$ cat src/rtl/inst_fetch_axi_pkg.sv
// rtl/inst_fetch_axi_pkg.sv - shared widths and AXI/fetch constants for the instruction fetch stage
package inst_fetch_axi_pkg;

  localparam int INST_ADDR_BUS = 32;
  localparam int INST_DATA_BUS = 32;

  localparam logic [1:0] AXI_RESP_OKAY = 2'b00;
  localparam logic [2:0] ARPROT_INST   = 3'b100;

  localparam logic [1:0] FETCH_ERR_NONE  = 2'b00;
  localparam logic [1:0] FETCH_ERR_BUS   = 2'b01;
  localparam logic [1:0] FETCH_ERR_ALIGN = 2'b10;

endpackage

$ cat src/rtl/inst_fetch_axi.sv
// rtl/inst_fetch_axi.sv - IF stage issuing one AXI4-Lite read per instruction
// Single outstanding read; flushes mark the open transaction for discard instead of breaking the handshake.
module inst_fetch_axi
  import inst_fetch_axi_pkg::*;
(
  input  logic                     clk,
  input  logic                     rst,
  input  logic [INST_ADDR_BUS-1:0] pc,
  input  logic                     ce,
  input  logic [5:0]               stall,
  input  logic                     flush,
  output logic                     stallreq_o,
  output logic [INST_DATA_BUS-1:0] inst_o,
  output logic [INST_ADDR_BUS-1:0] inst_pc_o,
  output logic                     inst_valid_o,
  output logic [1:0]               inst_err_o,
  output logic [INST_ADDR_BUS-1:0] araddr,
  output logic [2:0]               arprot,
  output logic                     arvalid,
  input  logic                     arready,
  input  logic [INST_DATA_BUS-1:0] rdata,
  input  logic [1:0]               rresp,
  input  logic                     rvalid,
  output logic                     rready
);

  typedef enum logic [1:0] {
    FETCH_IDLE = 2'd0,
    FETCH_ADDR = 2'd1,
    FETCH_DATA = 2'd2,
    FETCH_HOLD = 2'd3
  } fetch_state_e;

  fetch_state_e state;
  logic         discard;

  // Only the IF/ID hold bit matters to this stage.
  logic unused_stall;
  assign unused_stall = ^{stall[5:2], stall[0]};

  assign arprot = ARPROT_INST;

  always_ff @(posedge clk or negedge rst) begin
    if (!rst) begin
      state        <= FETCH_IDLE;
      discard      <= 1'b0;
      arvalid      <= 1'b0;
      rready       <= 1'b0;
      araddr       <= '0;
      inst_o       <= '0;
      inst_pc_o    <= '0;
      inst_valid_o <= 1'b0;
      inst_err_o   <= FETCH_ERR_NONE;
    end else begin
      case (state)
        FETCH_IDLE: begin
          if (ce && !flush) begin
            inst_pc_o <= pc;
            if (pc[1:0] == 2'b00) begin
              araddr  <= pc;
              arvalid <= 1'b1;
              state   <= FETCH_ADDR;
            end else begin
              inst_o       <= '0;
              inst_err_o   <= FETCH_ERR_ALIGN;
              inst_valid_o <= 1'b1;
              state        <= FETCH_HOLD;
            end
          end
        end
        FETCH_ADDR: begin
          if (flush) discard <= 1'b1;
          if (arready) begin
            arvalid <= 1'b0;
            rready  <= 1'b1;
            state   <= FETCH_DATA;
          end
        end
        FETCH_DATA: begin
          if (rvalid) begin
            rready <= 1'b0;
            // A flush coinciding with the data beat kills the word just like an earlier one.
            if (discard || flush) begin
              discard <= 1'b0;
              state   <= FETCH_IDLE;
            end else begin
              inst_o       <= (rresp == AXI_RESP_OKAY) ? rdata : '0;
              inst_err_o   <= (rresp == AXI_RESP_OKAY) ? FETCH_ERR_NONE : FETCH_ERR_BUS;
              inst_valid_o <= 1'b1;
              state        <= FETCH_HOLD;
            end
          end else if (flush) begin
            discard <= 1'b1;
          end
        end
        FETCH_HOLD: begin
          if (flush || !stall[1]) begin
            inst_o       <= '0;
            inst_err_o   <= FETCH_ERR_NONE;
            inst_valid_o <= 1'b0;
            state        <= FETCH_IDLE;
          end
        end
        default: state <= FETCH_IDLE;
      endcase
    end
  end

  always_comb begin
    stallreq_o = 1'b0;
    case (state)
      FETCH_IDLE: stallreq_o = ce & ~flush;
      FETCH_ADDR: stallreq_o = 1'b1;
      FETCH_DATA: stallreq_o = 1'b1;
      default:    stallreq_o = 1'b0;
    endcase
    if (!rst) stallreq_o = 1'b0;
  end

endmodule

$ cat config.mk
export PLATFORM = sky130hd
export DESIGN_NAME = inst_fetch_axi
export DESIGN_NICKNAME = d
export VERILOG_FILES = /design/src/rtl/inst_fetch_axi_pkg.sv /design/src/rtl/inst_fetch_axi.sv
export SDC_FILE = /design/constraint.sdc
export NUM_CORES = 1
export LEC_CHECK = 0
export CAP_MARGIN = 0
export CORE_MARGIN = 4
export CORE_UTILIZATION = 43
export CTS_CLUSTER_DIAMETER = 80
export CTS_CLUSTER_SIZE = 16
export DETAILED_ROUTE_END_ITERATION = 10
export PLACE_DENSITY = 0.81
export SETUP_SLACK_MARGIN = 0.1
export SLEW_MARGIN = 20
export SYNTH_ARGS = -nofsm -noshare
export SYNTH_HDL_FRONTEND = slang
export SYNTH_SLANG_ARGS = --single-unit
$ cat constraint.sdc
create_clock -name clk -period 1.79 [get_ports clk]
set_input_delay 0.358 -clock clk [delete_from_list [all_inputs] [get_ports clk]]
set_output_delay 0.358 -clock clk [all_outputs]
set_load 0.02 [all_outputs]
==> flow_summary.ini, run 1 <==
[run_status]
outcome = complete, but fails checks
failed_checks = negative setup slack

[clocking]
cts_root_buffer = clkbuf_8
clock_tree.buffer_depth = 2
cts_tree = built
clk_latency_ns = 0.36
clkSlewWorstSetupHoldPaths_ns = 0.09
cts_num_sinks = 104
cts_buffers = 9
htreeDepth = 3

[placement]
portBuffers = 174
dpl.cell_count = 645
place_area_um2 = 6370
gp_congestion = 0.806
hpwl_um = 8130

[detailed_routing]
dr_total_vias = 3190
dr.max_layer_used = met4
vias_per_cell = 4.76
first_iter_violations = 104
wl_per_cell_um = 16.9
antenna_left = 0
dr_wl_met3_um = 448
firstDrtPassIters = 4
dr_wl_met2_um = 6340
wl_met1_um = 4330
wirelength_um = 11400
drc = 0

[floorplan]
die-height_um = 109
top_level_ports = 183
initial_core_util_pct = 44.5
rows = 36
core_um2 = 9860
dieWidth_um = 109
die-area_um2 = 11900

[cells_and_area]
final_area_um2 = 6730
fin_nets = 617
diodes = 0
drive_above_1_share_pct = 23.8
layoutNonFillerInstCount = 670
regArea_um2 = 2600
fillers = 750
area_growth_pct = 53.5
multiInputGateArea_um2 = 1600

[timing]
rsz0062_at_grt = true
hold_slack_ns = 0.110
tightest_slew_ns = 0.655
max_clock_freq_mhz = 542
maxSlewHeadroom_pct = 56.3
fin_crit_sh_pct = 103
hold_viol = 0
fin_ws_ns = -0.0533
skew_ns = 0.00318
setup_viol = 9
fin_tns_setup_ns = -0.220
drv_slew = 0
fin_crit_ns = 1.84

[setup_path]
endpoint_kind = output port
arrival_ns = 1.49
critPathKind = reg -> out
crit_fanout = 3
required_ns = 1.43
cp_top_family = flip-flops
crit_end = stallreq_o
path_cells = inv_2, ha_2, a21oi_2, nor3b_2, buf_4
worstSetupStartpoint = state[0]
startpoint_type = flip-flop
worst-path-buf-inv = 2
critPathMaxStageDelay_ns = 0.43
worst-path-stages = 5
reg2reg_to = inst_o[24]
r2r_slack_ns = -0.05
reg2reg_depth = 8
timing.rr.start = state[1]
cpMaxStageDelayCell = dfrtp_1

[yosys]
synth_most_common_cell = dfrtp_1
yosys.cell_types.count = 29
synth_commonest_cells = 104 x dfrtp_1, 59 x mux2_2, 39 x inv_1
syn_area_um2 = 4390
synth-async-reset-ratio_pct = 100
synth_area_per_cell_um2 = 13.3
synth_edf_count = 0
yosys_register_bits = 104
synth_top_cell_area_share_pct = 59.3
synthFlopType = dfrtp_1
yosys_warnings = 0
synth_top_area_cell = dfrtp_1
synthTopCellsByArea = dfrtp_1 59%, mux2_2 15%, mux2i_1 8.2%, inv_1 3.3%, nand2_1 3.2%
synth_cells = 331
synth.yosys.seq_area_share_pct = 59.3

[pwr]
p_leak_uw = 0.00341
p_per_area_nw_per_um2 = 1690
p_total_uw = 11400
worst_ir_drop_vdd_v = 0.000861

[grt]
antenna_found_initial = 0
grt_pass1_vias = 3332
grt_util_all_layers_pct = 19.0
grt_pass1_wl_um = 17200
grt_max_degree = 53
grt.overflow.total = 0

[min_path]
hold_class = in -> async

[flow_run]
cap_violations = 0
[flip-flops by register name, summed over array words and instances, names as in the netlist]
name          cells
inst_o           32
inst_err_o        2
inst_pc_o        32
discard           1
rready            1
arvalid           1
state             2
inst_valid_o      1
araddr           32
[cell type report]
type | instances | share of cell area (%)
clock buffers | 11 | 2.10
clock inverters | 5 | 1.19
inverters | 39 | 2.17
multi-input cells | 173 | 23.8
flip-flops and latches | 104 | 38.6
well taps | 133 | 2.47
repair buffers | 205 | 29.6
[through the flow]
step           util, %  setup WS, ns
5_1_grt           68.3        -0.146
4_1_cts           67.3       -0.0476
2_1_floorplan        -         0.208
3_3_place_gp      64.6        -0.392
6_report          68.3       -0.0533
3_5_place_dp      64.6        -0.401
[report_power, final]
| part | total [uW] | switching, uW | internal [uW] |
|---|---|---|---|
| logic | 6010 | 3040 | 2970 |
| clock network | 1600 | 777 | 824 |
| registers | 3760 | 462 | 3290 |
| total | 11400 | 4280 | 7090 |
[worst min path at each step]
stage / start / endpoint / slack [ns] / cells after the start
5_1_grt: rst / inst_o[31] / 0.16 / 2
3_5_place_dp: araddr[1] / araddr[1] / 0.47 / 1
6_report: rst / inst_o[31] / 0.11 / 2
2_1_floorplan: rst / araddr[0] / 0.06 / 0
3_3_place_gp: araddr[1] / araddr[1] / 0.47 / 1
4_1_cts: rst / inst_o[31] / 0.13 / 2
[timing repair]
action / 4_1_cts / 5_1_grt
pin swaps: 2 / 4
setup endpoints to repair: 161 / 59
cloned: 3 / 0
resized for setup: 110 / 24
setup buffers: 6 / 1
hold buffers: 0 / 0
[routing by layer]
metal | vias up | track usage, %
met4 | 0 | 8.21
li1 | 1490 | -
met2 | 89 | 35.5
met1 | 1591 | 21.8
met5 | - | 0
met3 | 20 | 2.19
[worst reg2reg max path, stage by stage, from the launching register on]
cell     delay (ns)
dfrtp_1        0.42
buf_4          0.15
buf_4          0.14
ha_4           0.16
a32oi_2        0.20
nand4_1        0.13
buf_6          0.19
buf_12         0.16
mux2i_4        0.18
[kinds of logic after synthesis]
| group | count (synthesis) | share of synthesized area (%) |
|---|---|---|
| AO/OA/AOI/OAI | 11 | 1.71 |
| adder cells (fa/ha/maj) | 7 | 2.00 |
| buffers and inverters | 55 | 6.70 |
| flip-flops | 104 | 59.3 |
| multiplexers | 101 | 24.9 |
| other | 2 | 0.171 |
| AND/OR/NAND/NOR | 51 | 5.19 |
[layout by cell type, fill, tap and decap left out, types with 2 or more instances in the layout]
cell type | Yosys | routed
a22o_1 | 2 | 2
and2_1 | 2 | 2
buf_12 | 3 | 4
buf_16 | 0 | 3
buf_4 | 8 | 23
buf_6 | 1 | 3
bufinv_16 | 0 | 2
clkbuf_8 | 0 | 10
clkdlybuf4s50_1 | 0 | 71
clkinvlp_4 | 0 | 2
conb_1 | 2 | 3
dfrtp_1 | 104 | 104
dlygate4sd2_1 | 0 | 93
dlymetal6s2s_1 | 0 | 8
ha_2 | 0 | 3
ha_4 | 0 | 3
inv_1 | 39 | 37
inv_2 | 0 | 2
mux2_1 | 6 | 6
mux2_2 | 59 | 58
mux2i_1 | 36 | 31
mux2i_2 | 0 | 4
nand2_1 | 37 | 36
nor2_1 | 5 | 5
o21ai_0 | 3 | 2
(Power assumes the default switching activity.)
==> run 2: changes to the inputs <==
CORE_UTILIZATION = 40   (was 43)
PLACE_DENSITY = 0.76   (was 0.81)
==> run 2 against run 1 <==
  * The flow still finishes with violations (negative setup slack)
  * Critical path depth increased by 3
  * Maximum frequency rose by 0.57%
  * Wire length increased by 5.2%
  * First-iteration DRC count grew 14%
  * Sequential share of layout area down 0.89 points
  * Utilization is 2.6 points lower
  * Hold slack lost 0.044 ns
  * Die area grew 6.9%
  * Global-route usage is 1.1 points lower
  * Cell count is 0.75% higher
  * Critical endpoint is now inst_err_o[1]
==> flow_summary.ini, run 2 (synthesis gave the netlist of run 1 again) <==
[cells_and_area]
drive_above_1_share_pct = 25.8
final_common_cell = dfrtp_1
final_cell_mix = 103 x dfrtp_1, 93 x dlygate4sd2_1, 71 x clkdlybuf4s50_1
layoutNonFillerInstCount = 675
largestRegisters = araddr x32, inst_o x32, inst_pc_o x32
diodes = 0
fin_util_pct = 65.6
area_growth_pct = 57.2
fin_nets = 620

[floorplan]
rows = 37
core_um2 = 10500
initial_core_util_pct = 41.7
die-height_um = 113
die-area_um2 = 12700
top_level_ports = 183
dieWidth_um = 113

[clocking]
cts_root_buffer = clkbuf_8
cts_num_sinks = 104
clock_tree.buffer_depth = 2
clkSlewWorstSetupHoldPaths_ns = 0.09
clk_latency_ns = 0.35
htreeDepth = 3
cts_tree = built
cts_buffers = 9
holdBufCountCts = 0

[timing]
setup_viol = 10
drv_slew = 0
tightest_slew_ns = 0.571
maxSlewHeadroom_pct = 61.9
skew_ns = 0.0107
fin_crit_ns = 1.83
max_clock_freq_mhz = 546
fin_ws_ns = -0.0429
fin_crit_sh_pct = 102
hold_viol = 0
rsz0062_at_grt = true

[grt]
grtUsageMet1_pct = 20.8
antenna_found_initial = 0
grt_max_degree = 105
gr-usage-met3_pct = 2.83
grt_util_met2_pct = 32.8
grt_util_all_layers_pct = 17.9
grt_pass1_vias = 3462
grt_pass1_wl_um = 18000
busiest_layer = met2
grt.overflow.total = 0

[run_status]
outcome = complete, but fails checks
failed_checks = negative setup slack

[detailed_routing]
wl_per_cell_um = 17.7
vias_per_cell = 4.80
firstDrtPassIters = 4
first_iter_violations = 119
dr_total_vias = 3240
antenna_left = 0
wirelength_um = 11900
drc = 0

[placement]
hpwl_um = 8120
gp_congestion = 0.758
portBuffers = 174
place_ws_ns = -0.432
dpl.cell_count = 646

[setup_path]
startpoint_type = flip-flop
r2r_slack_ns = -0.04
required_ns = 2.03
endpoint_kind = flip-flop
crit_fanout = 5
reg2reg_depth = 8
arrival_ns = 2.07
timing.rr.start = state[0]
critPathKind = reg -> reg
reg2reg_to = inst_err_o[1]

[pwr]
p_total_uw = 11500
p_per_area_nw_per_um2 = 1670
p_leak_uw = 0.00349
worst_ir_drop_vdd_v = 0.00102

[min_path]
hold_class = in -> async

[flow_run]
cap_violations = 0
[run 2: cell types whose count changed in the layout (fill, tap and decap cells not counted), moves of 4 or more]
cell and delta:
buf_12 +4, buf_4 -10, buf_6 +6, nand2_1 -9, nand2_2 +7
[run 2: critical path: stages (launching register included)]
cell,delay (ns)
dfrtp_2,0.44
inv_4,0.08
buf_6,0.13
ha_4,0.16
a32oi_2,0.20
nand4_1,0.14
buf_6,0.18
buf_12,0.13
mux2_2,0.27
[run 2: stage by stage]
step	hold slack, ns	instance area (um^2)	setup TNS (ns)
after floorplan	0.0624	4400	0
after global placement	0.472	6390	-19.78
after detailed placement	0.485	6390	-24.59
after CTS	0.106	6710	-0.408
after global routing	0.110	6900	-1.17
final	0.0668	6900	-0.352
[run 2: layer usage]
metal / share of wire (%) / up-vias / wire [um]
met1: 40 / 1638 / 4720
met5: 0 / - / 0
met4: 2.2 / 0 / 257
met2: 54 / 88 / 6500
met3: 3.8 / 18 / 455
li1: - / 1496 / -
[run 2: power breakdown]
| group | internal, uW | total [uW] | switching (uW) |
|---|---|---|---|
| clock network | 784 | 1560 | 772 |
| logic | 3110 | 6220 | 3110 |
| registers | 3300 | 3760 | 469 |
| total | 7190 | 11500 | 4350 |
[run 2: cell type report]
| class | instances | area (um^2) |
|---|---|---|
| tap | 136 | 170 |
| inverter | 39 | 149 |
| clock buffer | 10 | 128 |
| clock inverter | 5 | 82.6 |
| sequential | 104 | 2600 |
| multi-input combinational | 173 | 1630 |
| timing repair buffer | 208 | 2130 |
| fill | 839 | 3610 |
[run 2: worst max path at each step]
stage | from | depth (start not counted) | endpoint
floorplan | state[0] | 6 | inst_err_o[1]
global placement | flush | 5 | stallreq_o
detailed placement | flush | 5 | stallreq_o
CTS | state[0] | 5 | stallreq_o
global route | state[0] | 9 | inst_o[8]
finish | state[0] | 8 | inst_err_o[1]
[run 2: what timing repair did]
item	4_1_cts	5_1_grt
setup endpoints to repair	163	107
resized for setup	113	40
gates cloned	4	3
pin swaps	2	7
setup buffers	5	5
